<file path="src/rtl/multicycle_ctrl.sv">
// multicycle_ctrl: main control FSM of the multi-cycle RV32I core.
// Walks each instruction through FETCH, DECODE, EXEC, MEM and WB, steering the
// single shared ALU, PC/IR/OldPC registers, register file and unified memory
// port, and counts retired instructions.
// Optional feature macro: CTRL_ILLEGAL_TRAP_EN (unknown opcodes lock the FSM in
// TRAP with illegal=1 instead of retiring as a NOP).
module multicycle_ctrl #(
  parameter logic [2:0]  RESET_STATE = 3'd0,
  parameter int unsigned INSTRET_W   = 32
) (
  input  logic                 clk,
  input  logic                 rst,
  input  logic [6:0]           opcode,
  input  logic                 branch_taken,
  input  logic                 mem_ready,
  output logic                 mem_req,
  output logic                 mem_we,
  output logic                 mem_addr_sel,
  output logic                 ir_we,
  output logic                 oldpc_we,
  output logic                 pc_we,
  output logic                 pc_sel,
  output logic [1:0]           alu_a_sel,
  output logic [1:0]           alu_b_sel,
  output logic                 alu_force_add,
  output logic                 rf_we,
  output logic [1:0]           wb_sel,
  output logic                 illegal,
  output logic [INSTRET_W-1:0] instret,
  output logic [2:0]           state
);

  typedef enum logic [2:0] {
    S_FETCH  = 3'd0,
    S_DECODE = 3'd1,
    S_EXEC   = 3'd2,
    S_MEM    = 3'd3,
    S_WB     = 3'd4,
    S_TRAP   = 3'd5
  } state_e;

  localparam logic [6:0] OP_RTYPE = 7'b0110011;
  localparam logic [6:0] OP_ITYPE = 7'b0010011;
  localparam logic [6:0] OP_LTYPE = 7'b0000011;
  localparam logic [6:0] OP_STYPE = 7'b0100011;
  localparam logic [6:0] OP_BTYPE = 7'b1100011;
  localparam logic [6:0] OP_JAL   = 7'b1101111;
  localparam logic [6:0] OP_JALR  = 7'b1100111;
  localparam logic [6:0] OP_LUI   = 7'b0110111;
  localparam logic [6:0] OP_AUIPC = 7'b0010111;

  localparam logic [1:0] A_PC      = 2'd0;
  localparam logic [1:0] A_OLDPC   = 2'd1;
  localparam logic [1:0] A_RS1     = 2'd2;
  localparam logic [1:0] B_FOUR    = 2'd0;
  localparam logic [1:0] B_IMM     = 2'd1;
  localparam logic [1:0] B_RS2     = 2'd2;
  localparam logic [1:0] WB_ALUOUT = 2'd0;
  localparam logic [1:0] WB_MEM    = 2'd1;
  localparam logic [1:0] WB_IMM    = 2'd2;

  state_e                 state_q, state_d;
  logic                   jalr_phase_q, jalr_phase_d;
  logic                   illegal_q, illegal_d;
  logic [INSTRET_W-1:0]   instret_q, instret_d;
  logic                   retire;

  logic is_rtype, is_itype, is_load, is_store, is_branch;
  logic is_jal, is_jalr, is_lui, is_auipc, is_legal;

  assign is_rtype  = (opcode == OP_RTYPE);
  assign is_itype  = (opcode == OP_ITYPE);
  assign is_load   = (opcode == OP_LTYPE);
  assign is_store  = (opcode == OP_STYPE);
  assign is_branch = (opcode == OP_BTYPE);
  assign is_jal    = (opcode == OP_JAL);
  assign is_jalr   = (opcode == OP_JALR);
  assign is_lui    = (opcode == OP_LUI);
  assign is_auipc  = (opcode == OP_AUIPC);
  assign is_legal  = is_rtype | is_itype | is_load | is_store | is_branch |
                     is_jal | is_jalr | is_lui | is_auipc;

  // Next state, JALR phase, illegal flag and retire counting.
  always_comb begin
    // NOTE: every signal written here gets a default first, so no path through the case can infer a latch.
    state_d      = state_q;
    jalr_phase_d = 1'b0;
    illegal_d    = illegal_q;
    retire       = 1'b0;
    case (state_q)
      S_FETCH: if (mem_ready) state_d = S_DECODE;
      S_DECODE: begin
        if (is_legal) begin
          state_d = S_EXEC;
        end else begin
`ifdef CTRL_ILLEGAL_TRAP_EN
          state_d   = S_TRAP;
          illegal_d = 1'b1;
`else
          state_d = S_FETCH;
          retire  = 1'b1;
`endif
        end
      end
      S_EXEC: begin
        if (is_load || is_store) begin
          state_d = S_MEM;
        end else if (is_branch) begin
          state_d = S_FETCH;
          retire  = 1'b1;
        end else if (is_jalr && !jalr_phase_q) begin
          jalr_phase_d = 1'b1;  // stay one more EXEC cycle to form OldPC+4
        end else if (is_legal) begin
          state_d = S_WB;
        end else begin
          state_d = S_FETCH;
          retire  = 1'b1;
        end
      end
      S_MEM: begin
        if (mem_ready) begin
          if (is_store) begin
            state_d = S_FETCH;
            retire  = 1'b1;
          end else begin
            state_d = S_WB;
          end
        end
      end
      S_WB: begin
        state_d = S_FETCH;
        retire  = 1'b1;
      end
`ifdef CTRL_ILLEGAL_TRAP_EN
      S_TRAP: state_d = S_TRAP;
`endif
      default: state_d = S_FETCH;
    endcase
    instret_d = retire ? instret_q + INSTRET_W'(1) : instret_q;
  end

  // Datapath controls: decoded from state and opcode, Mealy on mem_ready and branch_taken.
  always_comb begin
    mem_req       = 1'b0;
    mem_we        = 1'b0;
    mem_addr_sel  = 1'b0;
    ir_we         = 1'b0;
    oldpc_we      = 1'b0;
    pc_we         = 1'b0;
    pc_sel        = 1'b0;
    alu_a_sel     = A_PC;
    alu_b_sel     = B_FOUR;
    alu_force_add = 1'b1;
    rf_we         = 1'b0;
    wb_sel        = WB_ALUOUT;
    if (!rst) begin
      case (state_q)
        S_FETCH: begin
          mem_req  = 1'b1;
          ir_we    = mem_ready;
          oldpc_we = mem_ready;
          pc_we    = mem_ready;
        end
        S_DECODE: begin
          alu_a_sel = A_OLDPC;
          alu_b_sel = B_IMM;
        end
        S_EXEC: begin
          if (is_rtype) begin
            alu_a_sel     = A_RS1;
            alu_b_sel     = B_RS2;
            alu_force_add = 1'b0;
          end else if (is_itype) begin
            alu_a_sel     = A_RS1;
            alu_b_sel     = B_IMM;
            alu_force_add = 1'b0;
          end else if (is_load || is_store) begin
            alu_a_sel = A_RS1;
            alu_b_sel = B_IMM;
          end else if (is_branch) begin
            pc_we  = branch_taken;
            pc_sel = 1'b1;
          end else if (is_jal) begin
            pc_we     = 1'b1;
            pc_sel    = 1'b1;
            alu_a_sel = A_OLDPC;
            alu_b_sel = B_FOUR;
          end else if (is_jalr) begin
            if (!jalr_phase_q) begin
              alu_a_sel = A_RS1;
              alu_b_sel = B_IMM;
              pc_we     = 1'b1;
            end else begin
              alu_a_sel = A_OLDPC;
              alu_b_sel = B_FOUR;
            end
          end else if (is_auipc) begin
            // Recompute OldPC+imm so ALUOut keeps the AUIPC result into WB.
            alu_a_sel = A_OLDPC;
            alu_b_sel = B_IMM;
          end
        end
        S_MEM: begin
          mem_req      = 1'b1;
          mem_addr_sel = 1'b1;
          mem_we       = is_store;
        end
        S_WB: begin
          rf_we  = 1'b1;
          wb_sel = is_load ? WB_MEM : (is_lui ? WB_IMM : WB_ALUOUT);
        end
        default: ;
      endcase
    end
  end

  // State, JALR phase, illegal flag and retired-instruction counter.
  always_ff @(posedge clk) begin
    // NOTE: sequential state uses non-blocking assignments so every flop samples pre-edge values.
    if (rst) begin
      state_q      <= state_e'(RESET_STATE);
      jalr_phase_q <= 1'b0;
      illegal_q    <= 1'b0;
      instret_q    <= '0;
    end else begin
      state_q      <= state_d;
      jalr_phase_q <= jalr_phase_d;
      illegal_q    <= illegal_d;
      instret_q    <= instret_d;
    end
  end

  assign illegal = illegal_q;
  assign instret = instret_q;
  assign state   = state_q;

endmodule

</file>
<file path="config.mk">
export PLATFORM = sky130hd
export DESIGN_NAME = multicycle_ctrl
export DESIGN_NICKNAME = d
export VERILOG_FILES = /design/src/rtl/multicycle_ctrl.sv
export SDC_FILE = /design/constraint.sdc
export NUM_CORES = 1
export LEC_CHECK = 0
export BUFFER_PORTS_ARGS = -buffer_cell sky130_fd_sc_hd__buf_2
export CAP_MARGIN = 15
export CELL_PAD_IN_SITES_DETAIL_PLACEMENT = 1
export CELL_PAD_IN_SITES_GLOBAL_PLACEMENT = 2
export CORE_MARGIN = 1
export CORE_UTILIZATION = 28
export CTS_CLUSTER_SIZE = 14
export DETAILED_ROUTE_END_ITERATION = 10
export GPL_ROUTABILITY_DRIVEN = 0
export HOLD_SLACK_MARGIN = 0.03
export MAX_ROUTING_LAYER = met4
export PLACE_DENSITY_LB_ADDON = 0.08
export SKIP_LAST_GASP = 1
export SYNTH_ARGS = -nofsm -noshare
export SYNTH_HDL_FRONTEND = slang
export SYNTH_SLANG_ARGS = --single-unit
</file>
<file path="constraint.sdc">
create_clock -name clk -period 2.9 [get_ports clk]
set_input_delay 0 -clock clk [delete_from_list [all_inputs] [get_ports clk]]
set_output_delay 0 -clock clk [all_outputs]
set_load 0.005 [all_outputs]
</file>
==> results of run 1 <==
metal layers:
layer / vias to the layer above / wire length (um)
met5: - / 0
met4: 0 / 40
met3: 6 / 181
met2: 34 / 3790
met1: 1177 / 3690
li1: 1242 / -
path summary, 6_finish.rpt:
check	startpoint	to	slack (ps)	cells after the start
setup / recovery	state[0]	instret[25]	370	6
hold / removal	mem_ready	state[1]	110	3
setup reg to reg	state[0]	instret[25]	370	6
hold reg to reg	instret[1]	instret[1]	560	2
sequential cells by signal, indices dropped and copies added, names as in the netlist:
signal,count
instret,32
jalr_phase_q,1
state,3
cells in the mapped netlist, types with 2 or more instances:
cell type,number,area [um2]
mux2_2,29,327
or4_1,2,15.0
nor4_1,6,37.5
and2_1,2,12.5
dfxtp_1,36,721
nand2_1,20,75.1
a211o_1,2,17.5
inv_1,4,15.0
nor2b_1,32,200
a2111oi_0,2,17.5
o21ai_0,5,25.0
nand3_1,19,95.1
nor2_1,46,173
a31oi_1,2,12.5
buf_6,2,22.5
buf_2,5,25.0
nand4_1,10,62.6
and3_1,5,31.3
nor3_1,9,45.0
nand2b_1,4,25.0
nand3b_1,2,15.0
clkbuf_1,12,45.0
a211oi_1,11,82.6
or2_2,2,12.5
or3_1,2,12.5
buf_4,6,45.0
a21oi_1,23,115
critical path: stages (launching register included):
cell and delay, ps:
dfxtp_1 570, nor2b_2 330, nor2_1 100, or4_1 460, buf_4 250, a2111oi_2 340, mux2_2 370
layout make-up:
class | count | area (um2) | area share, %
clock buffers | 6 | 72.6 | 2.45
well taps | 108 | 135 | 4.57
clock inverters | 2 | 35.0 | 1.18
repair buffers | 66 | 345 | 11.7
inverters | 4 | 15.0 | 0.507
multi-input cells | 257 | 1640 | 55.3
flip-flops and latches | 36 | 721 | 24.4
power breakdown:
part / switching (uW) / leakage (uW) / internal [uW]
Combinational: 91.7 / 0.000886 / 51.2
Clock: 193 / 0.0000552 / 256
Sequential: 14.1 / 0.000290 / 500
Total: 299 / 0.00123 / 806
cell families (layout without fill, tap and decap cells):
family	after synthesis	after routing
compound gates	54	54
xor+xnor	1	1
fa+ha+maj	1	1
buf+inv	30	78
flops	36	36
mux	31	31
other cells	1	1
simple gates	169	169
through the flow:
stage / power [uW] / instances / worst slack [ps]
global route: 1170 / 479 / 183
floorplan: 634 / 323 / 742
global placement: 669 / 471 / 443
finish: 1110 / 479 / 368
CTS: 1130 / 479 / 363
detailed placement: 670 / 471 / 379
==> reports/results.ini, run 1 <==
[status]
status=complete, no violations

[cts]
cts_max_level=2
path_clk_slew_ps=80
cts.sinks=36
clk_path_buf_depth=2
cts_hold_buf=0
cts_resized=0
cts_tree=done
cts_buffers=5
insertion_delay_ps=290
clock-root-buffer=clkbuf_8
post_cts_buffers=0

[power]
peakVddDrop_v=0.000180
p_per_area_nw_per_um2=374
p_leak_uw=0.00123

[grt]
grt_pass1_vias=2498
use_met3_pct=2.31
grtUsageMet1_pct=22.6
grt_use_total_pct=17.6
met2_usage_pct=29.5
grt-ovfl-total=0
grt_start_max_net_pins=39
grt.busiest_layer=met2
grt_pass1_wl_um=13000
antenna_found_initial=0

[placement]
dp_hpwl_um=5800
port_buffers=60
placed_area_um2=2850

[critical_path]
start_kind=flip-flop
endpoint_kind=flip-flop
cp.arrival_ps=2710
critPathMaxFanout=31
required_ps=3080
worstSetupPathType=flip-flop to flip-flop

[final_layout]
syn_to_final_growth_pct=17.8
n_antenna_cell=0
final_cell_mix=buf_2 (60), nor2_1 (46), dfxtp_1 (36)
post_route_cells_drive_above_1_share_pct=29.6
design_area_um2=2960
utilization_pct=33.9
num-fill-cells=1081
fin_nets=382
final_common_cell=buf_2

[floorplan]
io-pin-count=62
die_height_um=96.7
start_util_pct=28.8
fp.dieW_um=96.7
rows=34
floorplan.die_area_um2=9360
core_um2=8720

[logic_synthesis]
synth_cell_type_count=50
netlist_instances=323
seq_area_frac_synth_pct=28.7
synth_edf_count=0
yosys_warnings=0
synth_compound_area_share_pct=14.7
synth_top_family_by_area=simple AND/OR/NAND/NOR gates
synth_async_sr_flop_share_pct=0
synth-seq-cells=36
ys.flop_type=dfxtp_1
synthXorXnorAreaFrac_pct=0.349
syn_nets=335
syn-cell-area_um2=2510
yosys.area_share.adder_pct=0.498
synthSimpleGateAreaFrac_pct=35.6
synth_mux_area_share_pct=13.8
avgSynthCellArea_um2=7.78

[routing]
vias=2459
firstDrtPassIters=4
drt_drc_violations_left=0
routed_wl_um=7700
drt_iter0_drc=34
viasPerCell=5.13
wl_per_cell_um=16.1
final_antenna_net_count=0

[timing]
final-setup-viol-count=0
relSlewSlack_pct=30.8
timing.final.max_slew_violations=0
period_share_pct=87.3
whs_ps=110
rsz0062_at_grt=no
fin_crit_ps=2530
fin_skew_ps=8.75
tightest_slew_ps=1040
finalSetupTns_ps=0
hold_viol=0
fmax_mhz=395

[job]
cap_violations=0

[worst_hold_path]
min-delay-path-class=input port to flip-flop

Note: power is estimated with default switching activity, not from simulation.
==> run 2: changes to the inputs <==
--- a/config.mk
+++ b/config.mk
@@ -17,6 +17,7 @@
 export HOLD_SLACK_MARGIN = 0.03
 export MAX_ROUTING_LAYER = met4
 export PLACE_DENSITY_LB_ADDON = 0.08
+export RECOVER_POWER = 50
 export SKIP_LAST_GASP = 1
 export SYNTH_ARGS = -nofsm -noshare
 export SYNTH_HDL_FRONTEND = slang
==> reports/results.ini, run 2 (same netlist as run 1, synthesis figures left out) <==
[floorplan]
floorplan.die_area_um2=9360
die_height_um=96.7
start_util_pct=28.8
core_um2=8720
io-pin-count=62
fp.dieW_um=96.7
rows=34

[cts]
clk_path_buf_depth=2
cts_max_level=2
cts_buffers=5
cts_hold_buf=0
cts_resized=0
cts.sinks=36
clock-root-buffer=clkbuf_8
post_cts_buffers=0
insertion_delay_ps=290
path_clk_slew_ps=80
cts_tree=done

[final_layout]
num-fill-cells=1087
syn_to_final_growth_pct=17.0
final_cell_count_no_fill=479
largest_register_ffs=32
n_antenna_cell=0
final_cell_mix=buf_2 (51), nor2_1 (46), dfxtp_1 (36)
post_route_cells_drive_above_1_share_pct=27.0
fin_nets=382
final_common_cell=buf_2

[worst_hold_path]
min_from=mem_ready
min-delay-path-class=input port to flip-flop
holdPathStages=3
hold_end=state[1]

[timing]
whs_ps=109
finalSetupTns_ps=0
period_share_pct=89.2
tightest_slew_ps=1640
rsz0062_at_grt=no
hold_viol=0
timing.final.max_slew_violations=39
fmax_mhz=386
relSlewSlack_pct=-9.21
fin_skew_ps=8.45
fin_crit_ps=2590
final-setup-viol-count=0

[grt]
grt-ovfl-total=0
grt_start_max_net_pins=39
grt_pass1_vias=2498
grt_pass1_wl_um=13000
grt_use_total_pct=17.6
antenna_found_initial=0

[critical_path]
cp_slowest_cell=dfxtp_1
required_ps=3080
worstSetupPathType=flip-flop to flip-flop
crit_path_cell_trace=nor2b_1 -> nor2_1 -> or4_1 -> buf_4 -> a2111oi_2 -> mux2_2
r2r-start=state[1]
endpoint_kind=flip-flop
start_kind=flip-flop
r2r_setup_slack_ps=310
cpPeakStageDelay_ps=530
cp.arrival_ps=2770
critPathMaxFanout=31
reg2reg_depth=6
r2r_end=instret[25]

[routing]
wl_per_cell_um=16.1
vias=2473
drt_iter0_drc=34
final_antenna_net_count=0
firstDrtPassIters=4
viasPerCell=5.16
routed_wl_um=7710
drt_drc_violations_left=0

[placement]
dp_hpwl_um=5800
port_buffers=60
dp.cells=471

[power]
seq_power_share_pct=46.4
p_per_area_nw_per_um2=376
peakVddDrop_v=0.000180
switching_share_pct=27.0
p_switching_uw=299
pwr-share-comb_pct=12.9
p_clk_share_pct=40.7
p_leak_uw=0.00119
p_int_uw=806

[job]
cap_violations=1

[status]
violations=max-capacitance violations, max-slew violations
status=finished with violations

run 2: worst max-delay path by stage:
stage / to / slack (ps) / cells after the start / from
after floorplan: instret[9] / 740 / 8 / state[1]
after global placement: instret[23] / 440 / 6 / state[0]
after detailed placement: instret[25] / 380 / 6 / state[0]
after CTS: instret[13] / 360 / 6 / state[0]
after global routing: instret[25] / 120 / 6 / state[1]
final: instret[25] / 310 / 6 / state[1]
run 2: power groups by stage:
stage,combinational [uW],clock (uW),sequential (uW)
2_1_floorplan,116,0,518
3_3_place_gp,143,0,525
3_5_place_dp,145,0,526
4_1_cts,146,468,514
5_1_grt,162,493,515
6_report,143,449,513
run 2: critical path, delay by kind of cell, from the launching register on:
| kind | cells | cell delay (ps) |
|---|---|---|
| and+or+nand+nor | 3 | 990 |
| muxes | 1 | 370 |
| buffers and inverters | 1 | 250 |
| AOI/OAI and AO/OA | 1 | 340 |
| DFF | 1 | 530 |
run 2: through the flow:
| step | utilization, % | setup slack [ps] | power [uW] | cell area (um2) |
|---|---|---|---|---|
| after floorplan | - | 742 | 634 | 2510 |
| after global placement | 32.7 | 443 | 669 | 2850 |
| after detailed placement | 32.7 | 379 | 670 | 2850 |
| after CTS | 33.9 | 363 | 1130 | 2960 |
| after global routing | 33.7 | 124 | 1170 | 2940 |
| final | 33.7 | 313 | 1100 | 2940 |
run 2: area by class of cell:
class                      count  area, um2  area share (%)
sequential                    36        721            24.5
timing repair buffer          66        334            11.4
multi-input combinational    257       1630            55.4
inverter                       4       15.0           0.511
clock inverter                 2       35.0            1.19
tap                          108        135            4.60
clock buffer                   6       72.6            2.47
run 2: routing by layer:
layer | vias up | routed length, um | global-route usage, %
met1 | 1193 | 3690 | 22.6
met3 | 6 | 169 | 2.31
met5 | - | 0 | -
met4 | 0 | 40 | 3.56
li1 | 1242 | - | -
met2 | 32 | 3810 | 29.5
